==> src/rtl/sfx_pkg.sv <==
// Shared types and note tables for the sound-effect sequencer.
// Note ROM values are raw half-periods in clock cycles; the sequencer applies any scaling.
package sfx_pkg;

    typedef enum logic [1:0] {
        IDLE = 2'd0,
        PLAY = 2'd1,
        GAP  = 2'd2
    } state_t;

    localparam logic [1:0] EFF_NONE  = 2'd0;
    localparam logic [1:0] EFF_JUMP  = 2'd1;
    localparam logic [1:0] EFF_SCORE = 2'd2;
    localparam logic [1:0] EFF_KILL  = 2'd3;

    function automatic logic [2:0] note_count(input logic [1:0] eff);
        case (eff)
            EFF_JUMP:  return 3'd2;
            EFF_SCORE: return 3'd3;
            EFF_KILL:  return 3'd4;
            default:   return 3'd0;
        endcase
    endfunction

    function automatic logic [18:0] get_half(input logic [1:0] eff, input logic [1:0] idx);
        case ({eff, idx})
            {EFF_JUMP,  2'd0}: return 19'd19113;
            {EFF_JUMP,  2'd1}: return 19'd12755;
            {EFF_SCORE, 2'd0}: return 19'd9556;
            {EFF_SCORE, 2'd1}: return 19'd7584;
            {EFF_SCORE, 2'd2}: return 19'd6378;
            {EFF_KILL,  2'd0}: return 19'd6327;
            {EFF_KILL,  2'd1}: return 19'd9556;
            {EFF_KILL,  2'd2}: return 19'd12755;
            {EFF_KILL,  2'd3}: return 19'd19113;
            default:           return 19'd1;
        endcase
    endfunction

endpackage

==> src/rtl/sfx_if.sv <==
// Event, mute and sample bundle between game logic and the sound-effect sequencer.
// The master side raises events and mute; the slave side reports playback and the sample.
interface sfx_if;
    logic        jump_evt;
    logic        score_evt;
    logic        kill_evt;
    logic        mute;
    logic        busy;
    logic [1:0]  effect_id;
    logic [31:0] sample;

    modport master (output jump_evt, score_evt, kill_evt, mute,
                    input  busy, effect_id, sample);
    modport slave  (input  jump_evt, score_evt, kill_evt, mute,
                    output busy, effect_id, sample);
endinterface

==> src/rtl/sfx_tone_gen.sv <==
// Square-wave phase generator: toggles phase every 'half' enabled cycles.
// Latency: load takes effect on the next edge (counter 0, phase 1).
// Backpressure: none; enable simply freezes the counter and phase.
module sfx_tone_gen (
    input  logic        clk,
    input  logic        reset,
    input  logic        load,
    input  logic [18:0] half,
    input  logic        enable,
    output logic        phase,
    output logic        wrap
);
    logic [18:0] cnt;
    logic [18:0] half_q;

    // half_q is never zero once loaded, so half_q-1 is the last count of a level
    assign wrap = (cnt == half_q - 19'd1);

    always_ff @(posedge clk) begin
        if (reset) begin
            cnt    <= 19'd0;
            half_q <= 19'd0;
            phase  <= 1'b0;
        end else if (load) begin
            cnt    <= 19'd0;
            half_q <= half;
            phase  <= 1'b1;
        end else if (enable) begin
            if (wrap) begin
                cnt   <= 19'd0;
                phase <= ~phase;
            end else begin
                cnt <= cnt + 19'd1;
            end
        end
    end
endmodule

==> src/rtl/sfx_sequencer.sv <==
// Turns game event pulses into sequenced square-wave notes with gaps and priority preemption.
// Latency: accepted event to first non-zero sample is 1 cycle; sample is registered.
// Backpressure: none; lower-priority events during playback are dropped.
module sfx_sequencer
    import sfx_pkg::*;
#(
    parameter logic [31:0] AMPLITUDE  = 32'd10000000,
    parameter logic [23:0] NOTE_TICKS = 24'd5000000,
    parameter logic [23:0] GAP_TICKS  = 24'd500000,
    parameter int          HALF_SHIFT = 0
) (
    input  logic   CLOCK_50,
    input  logic   reset,
    sfx_if.slave   bus
);
    function automatic logic [18:0] eff_half(input logic [1:0] e, input logic [1:0] i);
        logic [18:0] h;
        h = get_half(e, i) >> HALF_SHIFT;
        return (h == 19'd0) ? 19'd1 : h;
    endfunction

    state_t      state, state_n;
    logic [1:0]  eff_q, eff_n, idx_q, idx_n, win_id;
    logic [23:0] note_cnt, note_cnt_n, gap_cnt, gap_cnt_n;
    logic [31:0] sample_q, sample_n;
    logic        accept, tone_load, tone_en, tone_wrap, phase, phase_n;
    logic [18:0] tone_half;

    always_comb begin
        win_id = EFF_NONE;
        if (bus.kill_evt)       win_id = EFF_KILL;
        else if (bus.score_evt) win_id = EFF_SCORE;
        else if (bus.jump_evt)  win_id = EFF_JUMP;
    end

    assign accept = (win_id != EFF_NONE) && ((state == IDLE) || (win_id >= eff_q));

    always_comb begin
        state_n    = state;
        eff_n      = eff_q;
        idx_n      = idx_q;
        note_cnt_n = note_cnt;
        gap_cnt_n  = gap_cnt;
        tone_load  = 1'b0;
        tone_en    = 1'b0;
        tone_half  = eff_half(eff_q, idx_q);
        if (accept) begin
            state_n    = PLAY;
            eff_n      = win_id;
            idx_n      = 2'd0;
            note_cnt_n = 24'd0;
            gap_cnt_n  = 24'd0;
            tone_load  = 1'b1;
            tone_half  = eff_half(win_id, 2'd0);
        end else begin
            case (state)
                PLAY: begin
                    tone_en = 1'b1;
                    if (note_cnt == NOTE_TICKS - 24'd1) begin
                        note_cnt_n = 24'd0;
                        if ({1'b0, idx_q} == note_count(eff_q) - 3'd1) begin
                            state_n = IDLE;
                            eff_n   = EFF_NONE;
                            idx_n   = 2'd0;
                        end else begin
                            state_n   = GAP;
                            gap_cnt_n = 24'd0;
                        end
                    end else begin
                        note_cnt_n = note_cnt + 24'd1;
                    end
                end
                GAP: begin
                    if (gap_cnt == GAP_TICKS - 24'd1) begin
                        state_n    = PLAY;
                        idx_n      = idx_q + 2'd1;
                        gap_cnt_n  = 24'd0;
                        note_cnt_n = 24'd0;
                        tone_load  = 1'b1;
                        tone_half  = eff_half(eff_q, idx_q + 2'd1);
                    end else begin
                        gap_cnt_n = gap_cnt + 24'd1;
                    end
                end
                default: ;
            endcase
        end
        // sample is registered, so it is built from the phase the tone generator will hold next
        phase_n  = tone_load ? 1'b1 : ((tone_en && tone_wrap) ? ~phase : phase);
        sample_n = 32'd0;
        if (state_n == PLAY && !bus.mute)
            sample_n = phase_n ? AMPLITUDE : (~AMPLITUDE + 32'd1);
    end

    always_ff @(posedge CLOCK_50) begin
        if (reset) begin
            state    <= IDLE;
            eff_q    <= EFF_NONE;
            idx_q    <= 2'd0;
            note_cnt <= 24'd0;
            gap_cnt  <= 24'd0;
            sample_q <= 32'd0;
        end else begin
            state    <= state_n;
            eff_q    <= eff_n;
            idx_q    <= idx_n;
            note_cnt <= note_cnt_n;
            gap_cnt  <= gap_cnt_n;
            sample_q <= sample_n;
        end
    end

    sfx_tone_gen u_tone (
        .clk    (CLOCK_50),
        .reset  (reset),
        .load   (tone_load),
        .half   (tone_half),
        .enable (tone_en),
        .phase  (phase),
        .wrap   (tone_wrap)
    );

    assign bus.busy      = (state != IDLE);
    assign bus.effect_id = eff_q;
    assign bus.sample    = sample_q;
endmodule

==> src/flat_wrapper.sv <==
// flat-port wrapper written by rule: the top's interface ports become plain ports
module sfx_sequencer_flat import sfx_pkg::*;
#(
    parameter logic [31:0] AMPLITUDE  = 32'd10000000,
    parameter logic [23:0] NOTE_TICKS = 24'd5000000,
    parameter logic [23:0] GAP_TICKS  = 24'd500000,
    parameter int          HALF_SHIFT = 0
)
  (CLOCK_50, reset, bus_jump_evt, bus_score_evt, bus_kill_evt, bus_mute, bus_busy, bus_effect_id, bus_sample);
  sfx_if bus_i ();
  input  logic CLOCK_50;
  input  logic reset;
  input wire logic [$bits(bus_i.jump_evt)-1:0] bus_jump_evt;
  input wire logic [$bits(bus_i.score_evt)-1:0] bus_score_evt;
  input wire logic [$bits(bus_i.kill_evt)-1:0] bus_kill_evt;
  input wire logic [$bits(bus_i.mute)-1:0] bus_mute;
  output wire logic [$bits(bus_i.busy)-1:0] bus_busy;
  output wire logic [$bits(bus_i.effect_id)-1:0] bus_effect_id;
  output wire logic [$bits(bus_i.sample)-1:0] bus_sample;
  assign bus_i.jump_evt = bus_jump_evt;
  assign bus_i.score_evt = bus_score_evt;
  assign bus_i.kill_evt = bus_kill_evt;
  assign bus_i.mute = bus_mute;
  assign bus_busy = bus_i.busy;
  assign bus_effect_id = bus_i.effect_id;
  assign bus_sample = bus_i.sample;
  sfx_sequencer #(.AMPLITUDE(AMPLITUDE), .NOTE_TICKS(NOTE_TICKS), .GAP_TICKS(GAP_TICKS), .HALF_SHIFT(HALF_SHIFT)) u_core (.CLOCK_50(CLOCK_50), .reset(reset), .bus(bus_i));
endmodule
==> config.mk <==
export PLATFORM = sky130hd
export DESIGN_NAME = sfx_sequencer_flat
export DESIGN_NICKNAME = d
export VERILOG_FILES = /design/src/rtl/sfx_pkg.sv /design/src/rtl/sfx_if.sv /design/src/rtl/sfx_tone_gen.sv /design/src/rtl/sfx_sequencer.sv /design/src/flat_wrapper.sv
export SDC_FILE = /design/constraint.sdc
export NUM_CORES = 1
export LEC_CHECK = 0
export ABC_CLOCK_PERIOD_IN_PS = 6400
export BUFFER_PORTS_ARGS = -buffer_cell sky130_fd_sc_hd__buf_2
export CAP_MARGIN = 20
export CELL_PAD_IN_SITES_DETAIL_PLACEMENT = 0
export CELL_PAD_IN_SITES_GLOBAL_PLACEMENT = 1
export CORE_UTILIZATION = 25
export DETAILED_ROUTE_END_ITERATION = 8
export PLACE_DENSITY_LB_ADDON = 0.1
export RECOVER_POWER = 25
export SLEW_MARGIN = 5
export SYNTH_ARGS = -nofsm -noshare
export SYNTH_HDL_FRONTEND = slang
export SYNTH_SLANG_ARGS = --single-unit
==> constraint.sdc <==
create_clock -name CLOCK_50 -period 6.4 [get_ports CLOCK_50]
set_clock_uncertainty 0.1 [all_clocks]
set_input_delay 0.96 -clock CLOCK_50 [delete_from_list [all_inputs] [get_ports CLOCK_50]]
set_output_delay 0.96 -clock CLOCK_50 [all_outputs]
set_load 0.005 [all_outputs]
==> impl_metrics.py, run 1 <==
metrics = {
    "run_status": {
        "status": "completed",
    },
    "sta": {
        "timing.final.crit_share": 0.665,
        "fin_tns_setup_ns": 0,
        "post-route-min-period_ns": 4.26,
        "maxSlewViolCount": 0,
        "slew_headroom": 0.319,
        "finalHoldViolCount": 0,
        "setup_viol": 0,
        "worst_pin_slew_ns": 1.02,
        "hold_slack_ns": 0.402,
        "fmax_mhz": 235,
        "rsz0062_at_grt": "no",
        "fin_ws_ns": 2.14,
    },
    "final_layout": {
        "area.growth.synth_to_final_pct": 9.33,
        "n_antenna_cell": 0,
        "nNetsFinal": 679,
        "postLayoutCoreUtil": 0.278,
        "final_area_um2": 5820,
        "drive_gt1_frac": 0.0890,
    },
    "place": {
        "dpl.hpwl_um": 10600,
        "pre_cts_slack_ns": 2.01,
        "postPlaceCellArea_um2": 5540,
        "gp_congestion": 0.805,
        "numPortBuffers": 33,
    },
    "global_routing": {
        "grt_pass1_wl_um": 23700,
        "grt_max_degree": 24,
        "grt_usage": 0.140,
        "grt_pass1_vias": 4266,
        "antenna_found_initial": 0,
        "gr-total-overflow": 0,
    },
    "power_and_ir_drop": {
        "internal-power_uw": 957,
        "peakVddDrop_uv": 126,
        "leakagePower_uw": 0.00200,
        "switching_share": 0.287,
        "pwr-share-comb": 0.133,
        "powerDensity_nw_per_um2": 230,
        "p_seq_frac": 0.451,
        "power.switching_uw": 385,
        "pwr-share-clk": 0.417,
    },
    "logic_synthesis": {
        "synth_top_family_by_area": "simple AND/OR/NAND/NOR gates",
        "synth_compound_area_frac": 0.139,
        "ys_top_cells_by_area": "dfxtp_1, nor2_1, xor2_1",
        "syn_area_per_cell_um2": 8.05,
        "synth-simple-area-share": 0.281,
        "yosys.area.top_type": "dfxtp_1",
        "synth_mux_area_frac": 0.0162,
        "syn_area_um2": 5330,
        "synthFlopType": "dfxtp_1",
        "synth-seq-area-share": 0.338,
        "syn-instance-count": 662,
        "synth_top_cell_area_share": 0.338,
        "ys_ff_latch": 90,
        "synthArstFlopShare": 0,
        "synth_commonest_cells": "nor2_1, dfxtp_1, nand2_1, xor2_1, a21oi_1",
        "yosys_warnings": 0,
        "synthXorXnorAreaFrac": 0.113,
        "synth_fa_ha_area_frac": 0.0352,
        "yosysMostFrequentCell": "nor2_1",
        "yosysUniqueCellTypes": 70,
        "synth_edf_count": 0,
    },
    "worst_setup_path": {
        "cp_max_fo": 19,
        "worst_ep_arrival_time_ns": 4.37,
        "crit_path_start_kind": "input port",
        "end_kind": "register",
        "cp.required_ns": 6.51,
        "critPathKind": "input port to register",
    },
    "drt": {
        "wire_per_inst_um": 15.5,
        "viasPerCell": 4.78,
        "vias": 4482,
        "drtIter0Drc": 242,
        "drc_errors": 0,
        "drt_first_pass_iters": 4,
        "antenna_left": 0,
        "routed_wl_um": 14500,
    },
    "floorplan": {
        "core-area_um2": 21000,
        "io_pins": 41,
        "std_cell_rows": 53,
        "die_area_um2": 21900,
        "die_width_um": 148,
        "die_h_um": 148,
        "initial_core_util": 0.254,
    },
    "clock_network": {
        "cts_made_buffers": 9,
        "cts.path.max_buffers": 2,
        "post_cts_resized": 0,
        "clkTransAtPathRegs_ns": 0.07,
        "cts-hold-fix-buffers": 0,
        "clock-root-buffer": "clkbuf_16",
        "post-cts-setup-buffer-count": 0,
        "cts_tree": "built",
        "clock-sinks": 90,
        "clkLatencyLatePin_ns": 0.35,
        "htree_num_levels": 3,
    },
    "run": {
        "drv_cap": 0,
    },
    "hold_path": {
        "min_path_type": "register to register",
    },
}
worst max-delay path, cell delays in order:
cell and delay [ns]:
buf_2 0.09, inv_1 0.04, a21oi_1 0.23, ha_1 0.27, nand2b_1 0.14, a211oi_1 0.65
o21ai_0 0.39, or4_1 0.59, nor4_2 0.30, or3_1 0.59, nor2_1 0.11
flip-flops by register name (all words and copies together), names as in the netlist:
| register | cells |
|---|---|
| u_core.gap_cnt | 24 |
| u_core.note_cnt | 24 |
| u_core.u_tone.cnt | 19 |
| u_core.u_tone.half_q | 13 |
| u_core.bus.sample | 3 |
| u_core.bus.effect_id | 2 |
| u_core.idx_q | 2 |
| u_core.state | 2 |
| u_core.u_tone.phase | 1 |
power groups by stage:
stage	sequential (uW)	clock, uW	combinational (uW)
final	605	559	178
after global routing	609	606	199
after floorplan	599	0	153
after detailed placement	618	0	181
after global placement	619	0	183
after CTS	605	575	182
area by class of cell:
type                            count  area (um^2)
Clock inverter                      6         63.8
Clock buffer                       10          239
Multi-Input combinational cell    505         3140
Inverter                           16         60.1
Fill cell                        2302        15100
Timing Repair Buffer               36          176
Tap cell                          275          344
Sequential cell                    90         1800
metrics by stage:
stage          cells  total power [uW]
5_1_grt          938              1410
2_1_floorplan    668               752
3_5_place_dp     922               800
6_report         938              1340
4_1_cts          938              1360
3_3_place_gp     922               801
cells by family after synthesis:
kind of cell | Yosys count
buffers and inverters | 73
multiplexers | 6
adder cells (fa/ha/maj) | 15
flip-flops | 90
XOR/XNOR | 69
AO/OA/AOI/OAI | 113
AND/OR/NAND/NOR | 295
other | 1
path summary, 6_finish.rpt:
kind	slack, ns	startpoint	cells after the start	endpoint
max	2.14	bus_score_evt	11	u_core.u_tone.cnt[16]
min	0.40	u_core.gap_cnt[1]	2	u_core.gap_cnt[1]
max reg2reg	2.19	u_core.bus.effect_id[0]	8	u_core.u_tone.cnt[16]
min reg2reg	0.40	u_core.gap_cnt[1]	2	u_core.gap_cnt[1]
cells in the final DEF (no fill, tap or decap), types with 5 or more instances in the layout:
| cell | n |
|---|---|
| o21ai_0 | 25 |
| conb_1 | 7 |
| dfxtp_1 | 90 |
| nand2b_1 | 7 |
| inv_1 | 16 |
| clkbuf_16 | 9 |
| a21oi_1 | 30 |
| and4_1 | 9 |
| a31oi_1 | 11 |
| clkbuf_1 | 9 |
| nor4b_1 | 5 |
| nor2b_1 | 5 |
| xnor2_1 | 28 |
| nor4_1 | 8 |
| xor2_1 | 41 |
| and3_1 | 10 |
| nand4_1 | 12 |
| or3_1 | 8 |
| ha_1 | 15 |
| nand3_1 | 27 |
| nand2_1 | 52 |
| buf_2 | 24 |
| nor3_1 | 22 |
| a21o_1 | 6 |
| and2_1 | 6 |
| nor2_1 | 102 |
routing by layer:
metal / GRT usage / vias up / share of wire / wire, um
met3: 0.0213 / 11 / 0.036 / 525
met2: 0.220 / 80 / 0.45 / 6510
met5: 0 / - / 0 / 0
met4: 0.0531 / 0 / 0.015 / 211
met1: 0.193 / 2109 / 0.50 / 7270
li1: - / 2282 / - / -
Power figures use the tool's default switching activity.
==> inputs of run 2 (changes only) <==
- ABC_CLOCK_PERIOD_IN_PS: 6400 -> 4200
- clock period: 6.4 -> 4.2 ns (I/O delays scaled with it)
==> impl_metrics.py, run 2 (synthesis gave the netlist of run 1 again) <==
metrics = {
    "run_status": {
        "status": "completed",
    },
    "drt": {
        "wire_per_inst_um": 15.7,
        "antenna_left": 0,
        "drtIter0Drc": 291,
        "viasPerCell": 4.83,
        "vias": 4555,
        "drc_errors": 0,
        "drt_first_pass_iters": 4,
        "routed_wl_um": 14800,
    },
    "final_layout": {
        "most-common-layout-cells": "nor2_1, dfxtp_1, nand2_1",
        "final_area_um2": 5930,
        "nNetsFinal": 686,
        "layout_commonest_cell": "nor2_1",
        "drive_gt1_frac": 0.100,
        "largestRegisters": "u_core.gap_cnt (24), u_core.note_cnt (24), u_core.u_tone.cnt (19)",
        "n_antenna_cell": 0,
        "fin_cells": 944,
        "area.growth.synth_to_final_pct": 11.3,
    },
    "clock_network": {
        "clock-sinks": 90,
        "clkLatencyLatePin_ns": 0.35,
        "cts-hold-fix-buffers": 0,
        "post_cts_resized": 0,
        "clock-root-buffer": "clkbuf_16",
        "cts.path.max_buffers": 2,
        "post-cts-setup-buffer-count": 0,
        "htree_num_levels": 3,
        "cts_tree": "built",
        "cts_made_buffers": 9,
        "clkTransAtPathRegs_ns": 0.07,
    },
    "sta": {
        "slew_headroom": 0.339,
        "hold_slack_ns": 0.374,
        "timing.final.crit_share": 0.819,
        "finalHoldViolCount": 0,
        "rsz0062_at_grt": "no",
        "maxSlewViolCount": 0,
        "fin_ws_ns": 0.761,
        "fmax_mhz": 291,
        "post-route-min-period_ns": 3.44,
        "fin_tns_setup_ns": 0,
        "worst_pin_slew_ns": 0.991,
        "setup_viol": 0,
    },
    "place": {
        "gp_congestion": 0.774,
        "numPortBuffers": 33,
        "pre_cts_slack_ns": 0.667,
        "place_inst": 929,
        "postPlaceCellArea_um2": 5590,
        "dpl.hpwl_um": 10700,
    },
    "run": {
        "drv_cap": 0,
    },
    "global_routing": {
        "grt_pass1_vias": 4351,
        "grt_max_degree": 24,
        "grt_pass1_wl_um": 23900,
        "antenna_found_initial": 0,
        "gr-total-overflow": 0,
        "grt_usage": 0.142,
    },
    "worst_setup_path": {
        "regToRegStartpoint": "u_core.bus.effect_id[0]",
        "reg2regPathDepth": 8,
        "end_kind": "register",
        "worst_ep_arrival_time_ns": 3.62,
        "cp_max_fo": 21,
        "crit_start": "u_core.bus.effect_id[0]",
        "crit_path_start_kind": "register",
        "critPathKind": "register to register",
        "cp.required_ns": 4.38,
    },
    "hold_path": {
        "whs_path_depth": 1,
        "hp-start": "u_core.note_cnt[4]",
        "min_path_type": "register to register",
    },
    "power_and_ir_drop": {
        "powerDensity_nw_per_um2": 373,
        "leakagePower_uw": 0.00207,
        "peakVddDrop_uv": 212,
    },
    "floorplan": {
        "die_h_um": 148,
        "io_pins": 41,
        "std_cell_rows": 53,
        "die_area_um2": 21900,
        "die_width_um": 148,
        "core-area_um2": 21000,
        "initial_core_util": 0.254,
    },
}
-- run 2: cell count changes in the layout (fill, tap and decap cells not counted), moves of 2 or more --
cell        change
buf_2           +3
bufinv_16       +3
buf_4           +5
clkinvlp_4      -2
-- run 2: final cells by class --
class                           instances  area [um^2]
Clock inverter                          6          130
Multi-Input combinational cell        505         3140
Fill cell                            2339        15000
Tap cell                              275          344
Inverter                               16         60.1
Timing Repair Buffer                   43          225
Clock buffer                            9          225
Sequential cell                        90         1800
-- run 2: power breakdown --
part           internal [uW]  switching [uW]
Sequential               874            38.4
Combinational            115             184
Clock                    637             361
Total                   1630             583
-- run 2: worst paths after layout --
| path | slack, ns | to |
|---|---|---|
| min reg2reg | 0.37 | u_core.note_cnt[4] |
| min | 0.37 | u_core.note_cnt[4] |
| max | 0.76 | u_core.bus.sample[23] |
| max reg2reg | 0.76 | u_core.bus.sample[23] |
-- run 2: critical path, stage by stage, from the launching register on --
cell and delay, ns:
dfxtp_1 0.33, clkbuf_1 0.74, nand2_1 0.21, o22ai_1 0.35, nor4b_1 0.78, nor2_1 0.14, a21oi_1 0.25, and3b_1 0.27
a21boi_0 0.19
-- run 2: routing by layer --
metal / GRT usage / wire [um] / vias to the layer above
met5: 0 / 0 / -
met2: 0.232 / 6950 / 83
met1: 0.181 / 7130 / 2166
li1: - / - / 2296
met4: 0.0381 / 126 / 0
met3: 0.0401 / 610 / 10
-- run 2: per-stage QoR --
stage	utilization	power (uW)
finish	0.283	2210
global route	0.283	2320
CTS	0.284	2240
floorplan	-	1150
global placement	0.267	1230
detailed placement	0.267	1230
